`src/rtl/frame_test_scheduler.sv`:
```
// Frame test scheduler: launches a sweep of generator frames, waits for the
// checker verdict (or a timeout) and accumulates frame/error statistics.
module frame_test_scheduler #(
  parameter int PAYLOAD_MAX_SIZE = 1500,
  parameter int START_CYCLES     = 2,
  parameter int GAP_CYCLES       = 20,
  parameter int TIMEOUT_CYCLES   = 4096
) (
  input  logic        clk,
  input  logic        i_rst,
  input  logic        i_enable,
  input  logic        i_abort,
  input  logic [15:0] i_num_frames,
  input  logic [15:0] i_len_min,
  input  logic [15:0] i_len_max,
  input  logic [15:0] i_len_step,
  input  logic [7:0]  i_mode,
  input  logic        i_rx_done,
  input  logic [6:0]  i_err_vec,
  output logic        o_start,
  output logic [15:0] o_payload_length,
  output logic [7:0]  o_mode,
  output logic        o_busy,
  output logic        o_done,
  output logic        o_aborted,
  output logic        o_timeout,
  output logic [15:0] o_frame_cnt,
  output logic [15:0] o_err_cnt
);

  localparam int START_W = (START_CYCLES   > 1) ? $clog2(START_CYCLES)   : 1;
  localparam int GAP_W   = (GAP_CYCLES     > 1) ? $clog2(GAP_CYCLES)     : 1;
  localparam int WAIT_W  = (TIMEOUT_CYCLES > 1) ? $clog2(TIMEOUT_CYCLES) : 1;

  localparam logic [START_W-1:0] START_LAST = START_W'(START_CYCLES - 1);
  localparam logic [GAP_W-1:0]   GAP_LAST   = GAP_W'(GAP_CYCLES - 1);
  localparam logic [WAIT_W-1:0]  WAIT_LAST  = WAIT_W'(TIMEOUT_CYCLES - 1);
  localparam logic [15:0]        LEN_CAP    = 16'(PAYLOAD_MAX_SIZE);

  typedef enum logic [2:0] {
    S_IDLE,
    S_LAUNCH,
    S_WAIT_DONE,
    S_GAP,
    S_DONE
  } state_t;

  state_t             state;
  logic               en_p0;
  logic               rx_done_p0;
  logic [START_W-1:0] start_cnt;
  logic [WAIT_W-1:0]  wait_cnt;
  logic [GAP_W-1:0]   gap_cnt;

  logic [15:0] cfg_num;
  logic [15:0] cfg_min;
  logic [15:0] cfg_max;
  logic [15:0] cfg_step;
  logic [7:0]  cfg_mode;

  logic en_rise;
  logic rx_rise;
  logic in_run;

  function automatic logic [15:0] clamp_len(input logic [15:0] x);
    if (x == 16'd0)
      clamp_len = 16'd1;
    else if (x > LEN_CAP)
      clamp_len = LEN_CAP;
    else
      clamp_len = x;
  endfunction

  // The sum is held in 17 bits so a large step can never alias back into range.
  function automatic logic [15:0] next_len(input logic [15:0] cur,
                                           input logic [15:0] lmin,
                                           input logic [15:0] lmax,
                                           input logic [15:0] step);
    logic [16:0] sum;
    logic [15:0] lo;
    logic [15:0] hi;
    lo  = clamp_len(lmin);
    hi  = clamp_len(lmax);
    sum = {1'b0, cur} + {1'b0, step};
    if (step == 16'd0 || lmin > lmax)
      next_len = lo;
    else if (sum > {1'b0, hi})
      next_len = lo;
    else
      next_len = sum[15:0];
  endfunction

  function automatic logic [15:0] sat_inc(input logic [15:0] x);
    sat_inc = (x == 16'hFFFF) ? x : x + 16'd1;
  endfunction

  assign en_rise = i_enable & ~en_p0;
  assign rx_rise = i_rx_done & ~rx_done_p0;
  assign in_run  = (state == S_LAUNCH) || (state == S_WAIT_DONE) || (state == S_GAP);

  // Run configuration is captured once per run and only read while running.
  always_ff @(posedge clk) begin
    if (state == S_IDLE && en_rise) begin
      cfg_num  <= i_num_frames;
      cfg_min  <= i_len_min;
      cfg_max  <= i_len_max;
      cfg_step <= i_len_step;
      cfg_mode <= i_mode;
    end
  end

  // en_p0 resets high so an enable held through reset is not taken as a new edge.
  always_ff @(posedge clk or posedge i_rst) begin
    if (i_rst) begin
      state            <= S_IDLE;
      en_p0            <= 1'b1;
      rx_done_p0       <= 1'b0;
      start_cnt        <= '0;
      wait_cnt         <= '0;
      gap_cnt          <= '0;
      o_start          <= 1'b0;
      o_payload_length <= 16'd0;
      o_mode           <= 8'd0;
      o_busy           <= 1'b0;
      o_done           <= 1'b0;
      o_aborted        <= 1'b0;
      o_timeout        <= 1'b0;
      o_frame_cnt      <= 16'd0;
      o_err_cnt        <= 16'd0;
    end else begin
      en_p0      <= i_enable;
      rx_done_p0 <= i_rx_done;
      if (in_run && i_abort) begin
        o_start   <= 1'b0;
        o_aborted <= 1'b1;
        o_busy    <= 1'b0;
        o_done    <= 1'b1;
        state     <= S_DONE;
      end else begin
        case (state)
          S_IDLE: begin
            if (en_rise) begin
              o_frame_cnt      <= 16'd0;
              o_err_cnt        <= 16'd0;
              o_timeout        <= 1'b0;
              o_aborted        <= 1'b0;
              o_payload_length <= clamp_len(i_len_min);
              o_mode           <= i_mode;
              o_start          <= 1'b1;
              o_busy           <= 1'b1;
              start_cnt        <= '0;
              state            <= S_LAUNCH;
            end
          end
          S_LAUNCH: begin
            if (start_cnt == START_LAST) begin
              o_start  <= 1'b0;
              wait_cnt <= '0;
              state    <= S_WAIT_DONE;
            end else begin
              start_cnt <= start_cnt + 1'b1;
            end
          end
          S_WAIT_DONE: begin
            if (rx_rise) begin
              o_frame_cnt <= sat_inc(o_frame_cnt);
              if (|i_err_vec)
                o_err_cnt <= sat_inc(o_err_cnt);
              gap_cnt <= '0;
              state   <= S_GAP;
            end else if (wait_cnt == WAIT_LAST) begin
              o_frame_cnt <= sat_inc(o_frame_cnt);
              o_err_cnt   <= sat_inc(o_err_cnt);
              o_timeout   <= 1'b1;
              gap_cnt     <= '0;
              state       <= S_GAP;
            end else begin
              wait_cnt <= wait_cnt + 1'b1;
            end
          end
          S_GAP: begin
            if (gap_cnt == GAP_LAST) begin
              if (cfg_num != 16'd0 && o_frame_cnt == cfg_num) begin
                o_busy <= 1'b0;
                o_done <= 1'b1;
                state  <= S_DONE;
              end else begin
                o_payload_length <= next_len(o_payload_length, cfg_min, cfg_max, cfg_step);
                o_mode           <= cfg_mode;
                o_start          <= 1'b1;
                start_cnt        <= '0;
                state            <= S_LAUNCH;
              end
            end else begin
              gap_cnt <= gap_cnt + 1'b1;
            end
          end
          S_DONE: begin
            if (!i_enable) begin
              o_done <= 1'b0;
              state  <= S_IDLE;
            end
          end
          default: state <= S_IDLE;
        endcase
      end
    end
  end

endmodule
```
`config.mk`:
```
export PLATFORM = sky130hd
export DESIGN_NAME = frame_test_scheduler
export DESIGN_NICKNAME = d
export VERILOG_FILES = /design/src/rtl/frame_test_scheduler.sv
export SDC_FILE = /design/constraint.sdc
export NUM_CORES = 1
export LEC_CHECK = 0
export ABC_AREA = 1
export CELL_PAD_IN_SITES_DETAIL_PLACEMENT = 0
export CELL_PAD_IN_SITES_GLOBAL_PLACEMENT = 1
export CORE_ASPECT_RATIO = 1.1
export CORE_MARGIN = 2
export CORE_UTILIZATION = 40
export CTS_BUF_LIST = sky130_fd_sc_hd__clkbuf_2
export DETAILED_ROUTE_END_ITERATION = 12
export PLACE_DENSITY = 0.76
export SYNTH_ARGS = -nofsm -noshare
export SYNTH_HDL_FRONTEND = slang
export SYNTH_SLANG_ARGS = --single-unit
```
`constraint.sdc`:
```
create_clock -name clk -period 7.65 [get_ports clk]
set_clock_uncertainty 0.05 [all_clocks]
set_input_delay 1.1475 -clock clk [delete_from_list [all_inputs] [get_ports clk]]
set_output_delay 1.1475 -clock clk [all_outputs]
set_load 0.02 [all_outputs]
```
* Yosys cells after proc, flatten, opt, wreduce, memory -nomap -nowiden
Cells that the tools add are included.
Widths: inputs -> output; s select.
** Operators by class
- Bitwise logic cells :: 5
- Magnitude comparators :: 5
- Reductions and logical operators :: 35
- Add/sub/neg operators :: 6
- Mux-type cells :: 72
- Equal/unequal tests :: 26
** Operators with widths (count)
- $mux 16 :: 23
- $pmux 16 s2 :: 3
- $logic_not 16->1 :: 4
- $gt 16x11->1 const B :: 3
- $mux 12 :: 3
- $reduce_and 5->1 :: 7
- $add 16x1->16 const B :: 2
- $eq 16x16->1 const B :: 2
- $mux 3 :: 8
- $mux 8 :: 3
- $pmux 12 s2 :: 1
- $mux 1 :: 20
- $add 16x16->17 :: 1
- $gt 17x16->1 :: 1
- $eq 16x16->1 :: 1
- $gt 16x16->1 :: 1
- $pmux 8 s2 :: 1
- $reduce_and 4->1 :: 4
- $reduce_bool 16->1 :: 1
- $mux 5 :: 3
- $pmux 3 s5 :: 1
- $add 12x1->12 const B :: 1
- $eq 12x12->1 const B :: 1
- $ne 2x2->1 const B :: 6
- other kinds (24) :: 48
** Storage, ports and cells
- Logic and storage cells :: 169
- Bits of input ports :: 84
- Register bits after elaboration :: 156

* Logic depth before layout (Yosys ltp)
Gate-level depths: netlist (run 1).
- Depth in word-level cells :: 13
- Mapped depth :: 25
- Mapped depth without buffers :: 25

* Worst setup path after synthesis (run 1)
No wires, ideal clock.
- Path type :: input to register
- Start point :: input port i_enable
- End point :: register cfg_max[0] (enable)
- Slack :: 3975 ps
- Buffers on the path :: 0
- Cell stages on the path :: 7
- Library setup time :: 426 ps
- Arrival time :: 3200 ps
- Required time :: 7174 ps
- Path through :: inv_1 -> o21ai_2 -> nand2_1 -> inv_2 -> and3_4 -> nand2_1 -> inv_1
** Between the ends
- Word-level cells in the longest chain between the ends :: 2
** RTL lines
- start: declaration :: RTL line 11 : input logic i_enable,
- $and 1x1->1 :: RTL line 97 : assign en_rise = i_enable & ~en_p0;
- $logic_and 1x1->1 :: RTL line 103 : if (state == S_IDLE && en_rise) begin
- end signal: assignment :: RTL line 106 : cfg_max <= i_len_max;
- end: declaration :: RTL line 57 : logic [15:0] cfg_max;
No other way between the ends.
A chain may end at the register's enable or synchronous reset.

* Final worst setup path (run 1)
- Start point :: register o_payload_length[0]
- End point :: register o_payload_length[4]
** Between the ends
- Word-level cells in the longest chain between the ends :: 7
** RTL lines
- start: declaration :: RTL line 21 : output logic [15:0] o_payload_length,
- start signal: assignment :: RTL line 147 : o_payload_length <= clamp_len(i_len_min);
- start signal: assignment :: RTL line 188 : o_payload_length <= next_len(o_payload_length, cfg_min, cfg_max, cfg_step);
- $add 16x16->17 * :: RTL line 84 : sum = {1'b0, cur} + {1'b0, step};
- $gt 17x16->1 :: RTL line 87 : else if (sum > {1'b0, hi})
- $mux 16 * :: RTL line 87
- $mux 16 * :: RTL line 85 : if (step == 16'd0 || lmin > lmax)
- $mux 16 * :: RTL line 183 : if (cfg_num != 16'd0 && o_frame_cnt == cfg_num) begin
- $mux 16 * :: RTL line 182 : if (gap_cnt == GAP_LAST) begin
- $pmux 16 s2 * :: RTL line 140 : case (state)
Every way passes the cells marked *; elsewhere a longest branch is shown, timed or not. The select of a mux whose other input is x is not followed.

==> impl_results.md, run 1 <==
- DP Wirelength: 19.2 mm
- Root Buffer: clkbuf_2
- Most frequent cells in the layout: nand2_1 (251), clkdlybuf4s50_1 (144), inv_1 (136)
- Register area share after synthesis: 44.7%
- Post-Syn Area per Cell: 8.33 um2
- Met1 usage: 26.0%
- Yosys top cell by area: edfxtp_1
- DR vias: 8194
- Gr usage total: 20.5%
- Starting Density: 40.5%
- Mapped Cells: 1146
- Commonest non-fill, non-tap cell in the layout: nand2_1
- Setup bufs post-CTS: 0
- Global-route wire length before repair: 40.6 mm
- Std cell rows: 59
- Antenna Violating Nets Remaining: 0
- P per Cell Area: 374 nW/um2
- Largest cells by area after synthesis: edfxtp_1 (23%), dfrtp_1 (22%), nand2_1 (9.9%), ha_1 (6.8%), inv_1 (5.4%)
- Most Crowded Layer GR: met2
- Die area: 25100 um2
- GRT met2 Usage: 36.1%
- Critical path class: register to register
- Yosys warnings: 0
- R2R depth: 18
- Fin crit period: 4.04 ns
- Max_cap viols: 0
- Max Clk Rate: 0.247 GHz
- Hold Vio Cnt, Final: 0
- Post-CTS sizing: 0
- Yosys cell types: 50
- Largest net degree at the start of global routing: 45
- Ys flop type: dfrtp_1
- DR iter-0 viols: 397
- Worst R2R Start: o_payload_length[0]
- Yosys reg bits: 156
- Hold Path Class: register to register
- Placer Congestion: 0.848
- # port buffers: 144
- Initial antenna violation count: 1
- Number of vias per cell: 5.10
- Slew at the pin closest to its max-slew limit: 0.944 ns
- Cts hold-fix bufs: 0
- Share of the synthesized area in the top cell type: 22.7%
- FF/Latch Area: 4270 um2
- Setup TNS: 0 ns
- Num CTS Buffers: 17
- Layout cells sized above 1: 6.53%
- CORE AREA: 23500 um2
- First-pass iteration count of the detailed router: 5
- Outcome: complete, no violations
- Max-slew violations: 0
- Vias in the first global route: 7963
- Die Width: 151 um
- RSZ-0062 raised after global routing: no
- Final setup fails: 0
- Area grow syn2layout: 20.3%
- Cell leakage power: 5.01 nW
- Startpoint Class: register
- Critical Path Start: o_payload_length[0]
- Critical Path AT: 4.66 ns
- Mapped Area: 9540 um2
- Clk slew on worst S/H paths: 0.23 ns
- I/O pin count: 145
- Worst EP required: 8.27 ns
- Period utilization: 52.8%
- Post-Place Worst Slack: 3.51 ns
- CTS H-tree lvls: 4
- Hold path startpoint: o_mode[4]
- Final layout net count: 1426
- Number of fill cells: 2347
- Synth async-reset ratio: 53.8%
- Clk sinks: 156
- Multi-input logic area: 4550 um2
- Met3 GRT Util: 3.68%
- DR WL/cell: 15.7 um
- GR Overflow Total: 0
- CTS tree: yes
- VDD IR-drop max: 0.179 mV
- Die H: 166 um
- Max FO, Critical Path: 13
- Worst Hold Depth: 2
- Final WS setup: 3.61 ns
- Clock Latency Late Sink: 0.75 ns
- WL final: 25.3 mm
- Relative slew slack: 36.9%
- DR DRC count: 0
- Post-synth EDFFs: 72
- Max Root-Sink Buffers: 2
- Worst Setup End Kind: register
==> layer usage <==
metal | vias to the layer above | routed length [um]
li1 | 4134 | -
met1 | 3871 | 11000
met2 | 166 | 12800
met3 | 23 | 1180
met4 | 0 | 363
met5 | - | 0
==> area by class of cell <==
| type | count | area share [%] |
|---|---|---|
| tap | 305 | 3.32 |
| multi-input combinational | 814 | 39.7 |
| clock inverter | 12 | 1.21 |
| inverter | 153 | 5.01 |
| timing repair buffer | 147 | 12.8 |
| antenna | 1 | 0.0218 |
| sequential | 156 | 37.2 |
| clock buffer | 20 | 0.872 |
==> synthesized netlist by cell type, types with 5 or more instances <==
master / count
nand2_1: 251
inv_1: 138
nor2_1: 105
dfrtp_1: 83
edfxtp_1: 72
nand3_1: 72
a21oi_1: 63
ha_1: 52
nand4_1: 43
xor2_1: 41
o21ai_0: 28
nor3_1: 27
o31ai_1: 19
inv_2: 14
nor4_1: 14
o211ai_1: 13
o21ai_1: 13
buf_2: 9
o21a_1: 9
xnor2_1: 9
nand2_2: 8
or2_2: 8
buf_6: 6
clkbuf_1: 6
nor2_4: 5
==> where the power goes <==
part | total (mW) | internal, mW | switching, mW
registers | 1.43 | 1.20 | 0.224
logic | 2.38 | 0.828 | 1.55
clock network | 0.483 | 0.157 | 0.326
==> worst max-delay path, cell delays in order (launching register included) <==
cell and delay (ns):
dfrtp_1 0.46, ha_1 0.26, fa_1 0.43, nand3_1 0.10, nand3_1 0.16, a21oi_1 0.23, nand3b_1 0.16, nand2_1 0.06
nand2_1 0.05, nand2_1 0.06, ha_1 0.29, nand2_1 0.06, nor3_1 0.31, nand4_1 0.14, nand2_1 0.33, nand3_1 0.43
nand2_1 0.18, nand3_1 0.08, a21oi_1 0.14
==> metrics by stage <==
stage / util, % / hold WS, ns / instance area (um2) / total power, mW / instances
detailed placement: 47.7 / 0.422 / 11200 / 3.83 / 1575
floorplan: - / 0.429 / 9560 / 3.13 / 1150
CTS: 48.7 / 0.473 / 11500 / 4.34 / 1607
global route: 48.7 / 0.502 / 11500 / 4.69 / 1608
global placement: 47.7 / 0.417 / 11200 / 3.83 / 1575
finish: 48.7 / 0.467 / 11500 / 4.29 / 1608
==> flip-flops by register name, summed over array words and instances (netlist names) <==
name and flops:
cfg_min 16, o_frame_cnt 16, o_timeout 1, cfg_max 16, start_cnt 1, o_mode 8
rx_done_p0 1, o_start 1, gap_cnt 5, state 3, en_p0 1, o_done 1
wait_cnt 12, cfg_step 16, o_busy 1, o_payload_length 16, cfg_num 16, o_aborted 1
cfg_mode 8, o_err_cnt 16
==> cell families (layout without fill, tap and decap cells) <==
| family | Yosys count | count (layout) | share of synthesized area, % |
|---|---|---|---|
| buffers and inverters | 180 | 332 | 7.77 |
| adders and majority gates | 53 | 53 | 7.03 |
| xor gates and xnor gates | 50 | 50 | 4.59 |
| DFF | 156 | 156 | 44.7 |
| other | 1 | 6 | 0.0393 |
| and+or+nand+nor | 553 | 553 | 26.5 |
| AOI/OAI and AO/OA | 153 | 153 | 9.33 |
==> worst paths after layout <==
kind | to | slack [ns]
max reg2reg | o_payload_length[4] | 3.61
min in group asynchronous | o_done | 0.72
min reg2reg | o_mode[4] | 0.47
max | o_payload_length[4] | 3.61
max in group asynchronous | wait_cnt[3] | 5.73
min | o_mode[4] | 0.47
No activity file was read; power rests on OpenSTA's default activity.
==> run 2, diff against run 1 <==
--- a/config.mk
+++ b/config.mk
@@ -10,7 +10,7 @@
 export CELL_PAD_IN_SITES_GLOBAL_PLACEMENT = 1
 export CORE_ASPECT_RATIO = 1.1
 export CORE_MARGIN = 2
-export CORE_UTILIZATION = 40
+export CORE_UTILIZATION = 38
 export CTS_BUF_LIST = sky130_fd_sc_hd__clkbuf_2
 export DETAILED_ROUTE_END_ITERATION = 12
 export PLACE_DENSITY = 0.76
==> constraint.sdc (replaced) <==
create_clock -name clk -period 3.7 [get_ports clk]
set_clock_uncertainty 0.05 [all_clocks]
set_input_delay 0.555 -clock clk [delete_from_list [all_inputs] [get_ports clk]]
set_output_delay 0.555 -clock clk [all_outputs]
set_load 0.02 [all_outputs]
==> impl_results.md, run 2 (synthesis gave the netlist of run 1 again) <==
- Outcome: complete, no violations (unchanged)
- DR WL/cell: 15.8 um (was 15.7 um)
- VDD IR-drop max: 0.387 mV (was 0.179 mV)
- Setup TNS: 0 ns (unchanged)
- Startpoint Class: register (unchanged)
- Crit path to: o_payload_length[14] (was o_payload_length[4])
- Gr usage total: 19.8% (was 20.5%)
- Largest delay contributor family on the critical path: simple AND/OR/NAND/NOR gates (unchanged)
- R2R depth: 19 (was 18)
- Period utilization: 93.9% (was 52.8%)
- Critical Path Start: o_payload_length[0] (unchanged)
- Inst Count DP: 1588 (was 1575)
- Most frequent cell on the critical path: nand2_1 (unchanged)
- CTS tree: yes (unchanged)
- DP Wirelength: 19.5 mm (was 19.2 mm)
- Critical path class: register to register (unchanged)
- Max Clk Rate: 0.288 GHz (was 0.247 GHz)
- Largest net degree at the start of global routing: 58 (was 45)
- Die H: 170 um (was 166 um)
- DR vias: 8238 (was 8194)
- Relative slew slack: 55.5% (was 36.9%)
- Starting Density: 38.9% (was 40.5%)
- Worst Setup End Kind: register (unchanged)
- # port buffers: 144 (unchanged)
- Cts hold-fix bufs: 0 (unchanged)
- First-pass iteration count of the detailed router: 6 (was 5)
- Most frequent cells in the layout: nand2_1 (251), clkdlybuf4s50_1 (144), inv_1 (136) (unchanged)
- CP Cell Sequence: ha_1, fa_2, nand3_1, nand3_2, a21oi_2, nand3b_1, nand2_1, nand2_1, nand2_1, ha_1, nand2_1, nor3_1, nand4_1, nand2_1, nand2_1, nor2_4, nand3_1, nand2_1, o21a_1 (was ha_1, fa_1, nand3_1, nand3_1, a21oi_1, nand3b_1, nand2_1, nand2_1, nand2_1, ha_1, nand2_1, nor3_1, nand4_1, nand2_1, nand3_1, nand2_1, nand3_1, a21oi_1)
- Fin crit period: 3.47 ns (was 4.04 ns)
- Slowest-stage cell, CP: dfrtp_1 (unchanged)
- Vias in the first global route: 8232 (was 7963)
- Post-Layout Cell Count: 1624 (was 1608)
- Clock Latency Late Sink: 0.73 ns (was 0.75 ns)
- Max-slew violations: 0 (unchanged)
- I/O pin count: 145 (unchanged)
- Num CTS Buffers: 17 (unchanged)
- Worst path depth: 19 (was 18)
- Antenna Violating Nets Remaining: 0 (unchanged)
- Area grow syn2layout: 21.8% (was 20.3%)
- Max stage delay on crit path: 0.48 ns (was 0.46 ns)
- Cell leakage power: 5.08 nW (was 5.01 nW)
- Final layout net count: 1435 (was 1426)
- Clk slew on worst S/H paths: 0.29 ns (was 0.23 ns)
- WL final: 25.7 mm (was 25.3 mm)
- Number of vias per cell: 5.07 (was 5.10)
- DR iter-0 viols: 436 (was 397)
- Root Buffer: clkbuf_2 (unchanged)
- Post-Route Utilization: 47.4% (was 48.7%)
- Hold Path Class: input port to asynchronous set/reset pin (was register to register)
- RSZ-0062 raised after global routing: yes (was no)
- Placed Area: 11300 um2 (was 11200 um2)
- Max Root-Sink Buffers: 2 (unchanged)
- Worst R2R End: o_payload_length[14] (was o_payload_length[4])
- Commonest non-fill, non-tap cell in the layout: nand2_1 (unchanged)
- Placer Congestion: 0.882 (was 0.848)
- Clk sinks: 156 (unchanged)
- CORE AREA: 24500 um2 (was 23500 um2)
- Global-route wire length before repair: 41.3 mm (was 40.6 mm)
- Std cell rows: 60 (was 59)
- CP bufs+invs: 0 (unchanged)
- GR Overflow Total: 0 (unchanged)
- Max_cap viols: 0 (unchanged)
- Worst R2R Start: o_payload_length[0] (unchanged)
- Slew at the pin closest to its max-slew limit: 0.668 ns (was 0.944 ns)
- Worst EP required: 4.33 ns (was 8.27 ns)
- Design area: 11600 um2 (was 11500 um2)
- Final setup fails: 0 (unchanged)
- Flop-to-flop setup slack: 0.23 ns (was 3.61 ns)
- Critical Path AT: 4.11 ns (was 4.66 ns)
- DR DRC count: 0 (unchanged)
- Hold Vio Cnt, Final: 0 (unchanged)
- Die area: 26400 um2 (was 25100 um2)
- Initial antenna violation count: 1 (unchanged)
- Max FO, Critical Path: 5 (was 13)
- P per Cell Area: 782 nW/um2 (was 374 nW/um2)
- Die Width: 155 um (was 151 um)
- Layout cells sized above 1: 7.78% (was 6.53%)
- CTS H-tree lvls: 4 (unchanged)
==> run 2: cell count changes in the layout (fill, tap and decap cells not counted), moves of 3 or more <==
cell / previous run / this run
inv_8: 0 / 4
clkinvlp_4: 4 / 1
clkbuf_2: 20 / 17
buf_4: 3 / 10
==> run 2: final cells by class <==
cell class                 count  area (um2)
inverter                     153         576
sequential                   156        4270
clock inverter                15         154
antenna                        3        7.51
multi-input combinational    814        4600
tap                          310         388
timing repair buffer         156        1560
clock buffer                  17        85.1
fill                        2404       12900
==> run 2: stage by stage <==
step / setup WS (ns) / power, mW / hold slack (ns)
floorplan: 0.405 / 6.48 / 0.429
global placement: 0.131 / 8.02 / 0.408
detailed placement: 0.0189 / 8.03 / 0.409
CTS: 0.0302 / 9.09 / 0.0500
global route: -0.0173 / 9.98 / 0.0568
finish: 0.226 / 9.10 / 0.134
==> run 2: worst min-delay path by stage <==
stage | startpoint | to | slack [ns]
2_1_floorplan | gap_cnt[1] | gap_cnt[1] | 0.43
3_3_place_gp | o_done | o_done | 0.41
3_5_place_dp | o_done | o_done | 0.41
4_1_cts | i_rst | o_frame_cnt[4] | 0.05
5_1_grt | i_rst | o_done | 0.06
6_report | i_rst | o_done | 0.13
==> run 2: report_power, final <==
| part | leakage [nW] | internal [mW] | total (mW) | switching, mW |
|---|---|---|---|---|
| Sequential | 1.76 | 2.48 | 2.95 | 0.466 |
| Combinational | 3.17 | 1.85 | 5.16 | 3.31 |
| Clock | 0.148 | 0.276 | 0.991 | 0.715 |
==> run 2: what timing repair did <==
item / 4_1_cts / 5_1_grt
setup endpoints to repair: 12 / 16
gates cloned: 0 / 0
gates resized for setup: 2 / 8
setup buffers: 0 / 1
==> run 2: routing by layer <==
layer	track usage [%]	vias to the layer above	routed length, um
met5	0	-	0
met2	35.9	172	12900
met4	5.68	0	498
li1	-	4159	-
met3	3.79	29	1170
met1	24.0	3878	11200
==> run 3, diff against run 2 <==
--- a/config.mk
+++ b/config.mk
@@ -10,10 +10,11 @@
 export CELL_PAD_IN_SITES_GLOBAL_PLACEMENT = 1
 export CORE_ASPECT_RATIO = 1.1
 export CORE_MARGIN = 2
-export CORE_UTILIZATION = 38
+export CORE_UTILIZATION = 30
 export CTS_BUF_LIST = sky130_fd_sc_hd__clkbuf_2
 export DETAILED_ROUTE_END_ITERATION = 12
-export PLACE_DENSITY = 0.76
+export GPL_TIMING_DRIVEN = 0
+export PLACE_DENSITY = 0.62
 export SYNTH_ARGS = -nofsm -noshare
 export SYNTH_HDL_FRONTEND = slang
 export SYNTH_SLANG_ARGS = --single-unit
==> impl_results.md, run 3 (synthesis gave the netlist of run 1 again) <==
- Relative slew slack: 57.2% (was 55.5%)
- Die H: 191 um (was 170 um)
- CORE AREA: 31400 um2 (was 24500 um2)
- Outcome: complete, no violations (unchanged)
- # port buffers: 144 (unchanged)
- Clk sinks: 156 (unchanged)
- Final setup fails: 0 (unchanged)
- Max-slew violations: 0 (unchanged)
- Cell leakage power: 5.19 nW (was 5.08 nW)
- GR Overflow Total: 0 (unchanged)
- Final layout net count: 1459 (was 1435)
- First-pass iteration count of the detailed router: 5 (was 6)
- Placed Area: 11600 um2 (was 11300 um2)
- Global-route wire length before repair: 44.2 mm (was 41.3 mm)
- VDD IR-drop max: 0.447 mV (was 0.387 mV)
- Clk slew on worst S/H paths: 0.24 ns (was 0.29 ns)
- P per Cell Area: 804 nW/um2 (was 782 nW/um2)
- Antenna Violating Nets Remaining: 0 (unchanged)
- Layout cells sized above 1: 10.3% (was 7.78%)
- DR iter-0 viols: 466 (was 436)
- Vias in the first global route: 8346 (was 8232)
- DP Wirelength: 21.6 mm (was 19.5 mm)
- Critical Path AT: 4.22 ns (was 4.11 ns)
- Design area: 12100 um2 (was 11600 um2)
- Placer Congestion: 0.823 (was 0.882)
- Max Clk Rate: 0.287 GHz (was 0.288 GHz)
- Num CTS Buffers: 17 (unchanged)
- Root Buffer: clkbuf_2 (unchanged)
- Startpoint Class: register (unchanged)
- Initial antenna violation count: 1 (unchanged)
- DR WL/cell: 15.9 um (was 15.8 um)
- Clock Latency Late Sink: 0.83 ns (was 0.73 ns)
- Die Width: 174 um (was 155 um)
- Largest net degree at the start of global routing: 62 (was 58)
- Gr usage total: 17.2% (was 19.8%)
- Critical Path Start: cfg_step[0] (was o_payload_length[0])
- Post-Place Worst Slack: -0.419 ns (was 0.0189 ns)
- CTS tree: yes (unchanged)
- Hold Path Class: input port to register (was input port to asynchronous set/reset pin)
- Slew at the pin closest to its max-slew limit: 0.643 ns (was 0.668 ns)
- Hold Vio Cnt, Final: 0 (unchanged)
- Critical path class: register to register (unchanged)
- Area grow syn2layout: 26.9% (was 21.8%)
- Number of fill cells: 3245 (was 2404)
- Max Root-Sink Buffers: 2 (unchanged)
- Std cell rows: 68 (was 60)
- Final WS setup: 0.213 ns (was 0.226 ns)
- Worst R2R Start: cfg_step[0] (was o_payload_length[0])
- Commonest non-fill, non-tap cell in the layout: nand2_1 (unchanged)
- Max FO, Critical Path: 10 (was 5)
- Starting Density: 30.4% (was 38.9%)
- Period utilization: 94.2% (was 93.9%)
- Max_cap viols: 0 (unchanged)
- I/O pin count: 145 (unchanged)
- Fin crit period: 3.49 ns (was 3.47 ns)
- Worst Setup End Kind: register (unchanged)
- DR vias: 8257 (was 8238)
- Number of vias per cell: 4.70 (was 5.07)
- WL final: 28.0 mm (was 25.7 mm)
- Worst EP required: 4.43 ns (was 4.33 ns)
- Hold path startpoint: i_rx_done
- Die area: 33300 um2 (was 26400 um2)
- CTS H-tree lvls: 4 (unchanged)
- DR DRC count: 0 (unchanged)
- Most frequent cells in the layout: nand2_1 (248), clkdlybuf4s50_1 (144), inv_1 (136) (was nand2_1 (251), clkdlybuf4s50_1 (144), inv_1 (136))
[run 3: changes by cell type in the layout (fill, tap and decap cells not counted), moves of 5 or more]
cell / change
buf_6: +7
buf_2: +8
clkbuf_1: +5
ha_4: +7
ha_1: -8
inv_6: -5
clkbuf_2: +6
[run 3: critical path, cell delays in order (launching register included)]
cell and delay (ns):
edfxtp_1 0.49, ha_4 0.21, fa_2 0.39, nand3_2 0.10
nand3_4 0.11, a21oi_4 0.19, buf_4 0.16, xor2_4 0.19
inv_1 0.06, ha_1 0.29, nand2_1 0.06, nor2_2 0.13
nand3b_1 0.09, nand3_1 0.09, nand2_1 0.05, nand2_1 0.08
nand2_2 0.08, clkbuf_2 0.19, nand4_1 0.12, nand3_1 0.13
a21oi_2 0.17
[run 3: area by class of cell]
cell class	instances	area, um2	share of cell area (%)
buffer	27	175	1.45
inverter	153	579	4.78
tap	420	526	4.34
timing repair buffer	153	1550	12.8
sequential	156	4270	35.2
clock buffer	20	100	0.826
antenna	1	2.50	0.0207
multi-input combinational	814	4760	39.3
clock inverter	12	146	1.21
[run 3: final timing paths]
check | end | slack, ns | cells after the start
hold / removal | rx_done_p0 | 0.14 | 1
setup reg to reg | o_payload_length[4] | 0.21 | 20
setup / recovery | o_payload_length[4] | 0.21 | 20
hold reg to reg | o_done | 0.46 | 2
min in group asynchronous | o_mode[7] | 0.62 | 3
max in group asynchronous | o_frame_cnt[4] | 2.31 | 4
[run 3: timing repair]
item | CTS | global route
hold endpoints to repair | 8 | 0
resized for setup | 12 | 32
buffers inserted | 3 | 3
pin swaps | 1 | 11
setup endpoints to repair | 16 | 16
hold buffers | 1 | 0
[run 3: per-stage QoR]
stage,utilization (%),cells,TNS [ns],hold WS (ns),total power [mW]
5_1_grt,38.6,1756,-0.0330,0.0626,10.7
3_5_place_dp,36.9,1716,-6.00,0.416,8.28
6_report,38.6,1756,0,0.136,9.74
4_1_cts,38.0,1752,0,0.0332,9.54
3_3_place_gp,36.7,1714,-141.08,0.405,8.23
2_1_floorplan,-,1150,0,0.429,6.48
[run 3: layer usage]
metal / vias up / wire length (um) / share of wire (%) / track usage, %
met1: 3874 / 12500 / 45 / 21.1
li1: 4206 / - / - / -
met4: 0 / 506 / 1.8 / 5.40
met3: 25 / 910 / 3.3 / 2.96
met2: 152 / 14000 / 50 / 30.6
met5: - / 0 / 0 / 0
[run 3: where the power goes]
group          internal, mW  switching, mW  total [mW]
Combinational          2.18           3.53        5.71
Clock                 0.380          0.671        1.05
Sequential             2.48          0.500        2.98
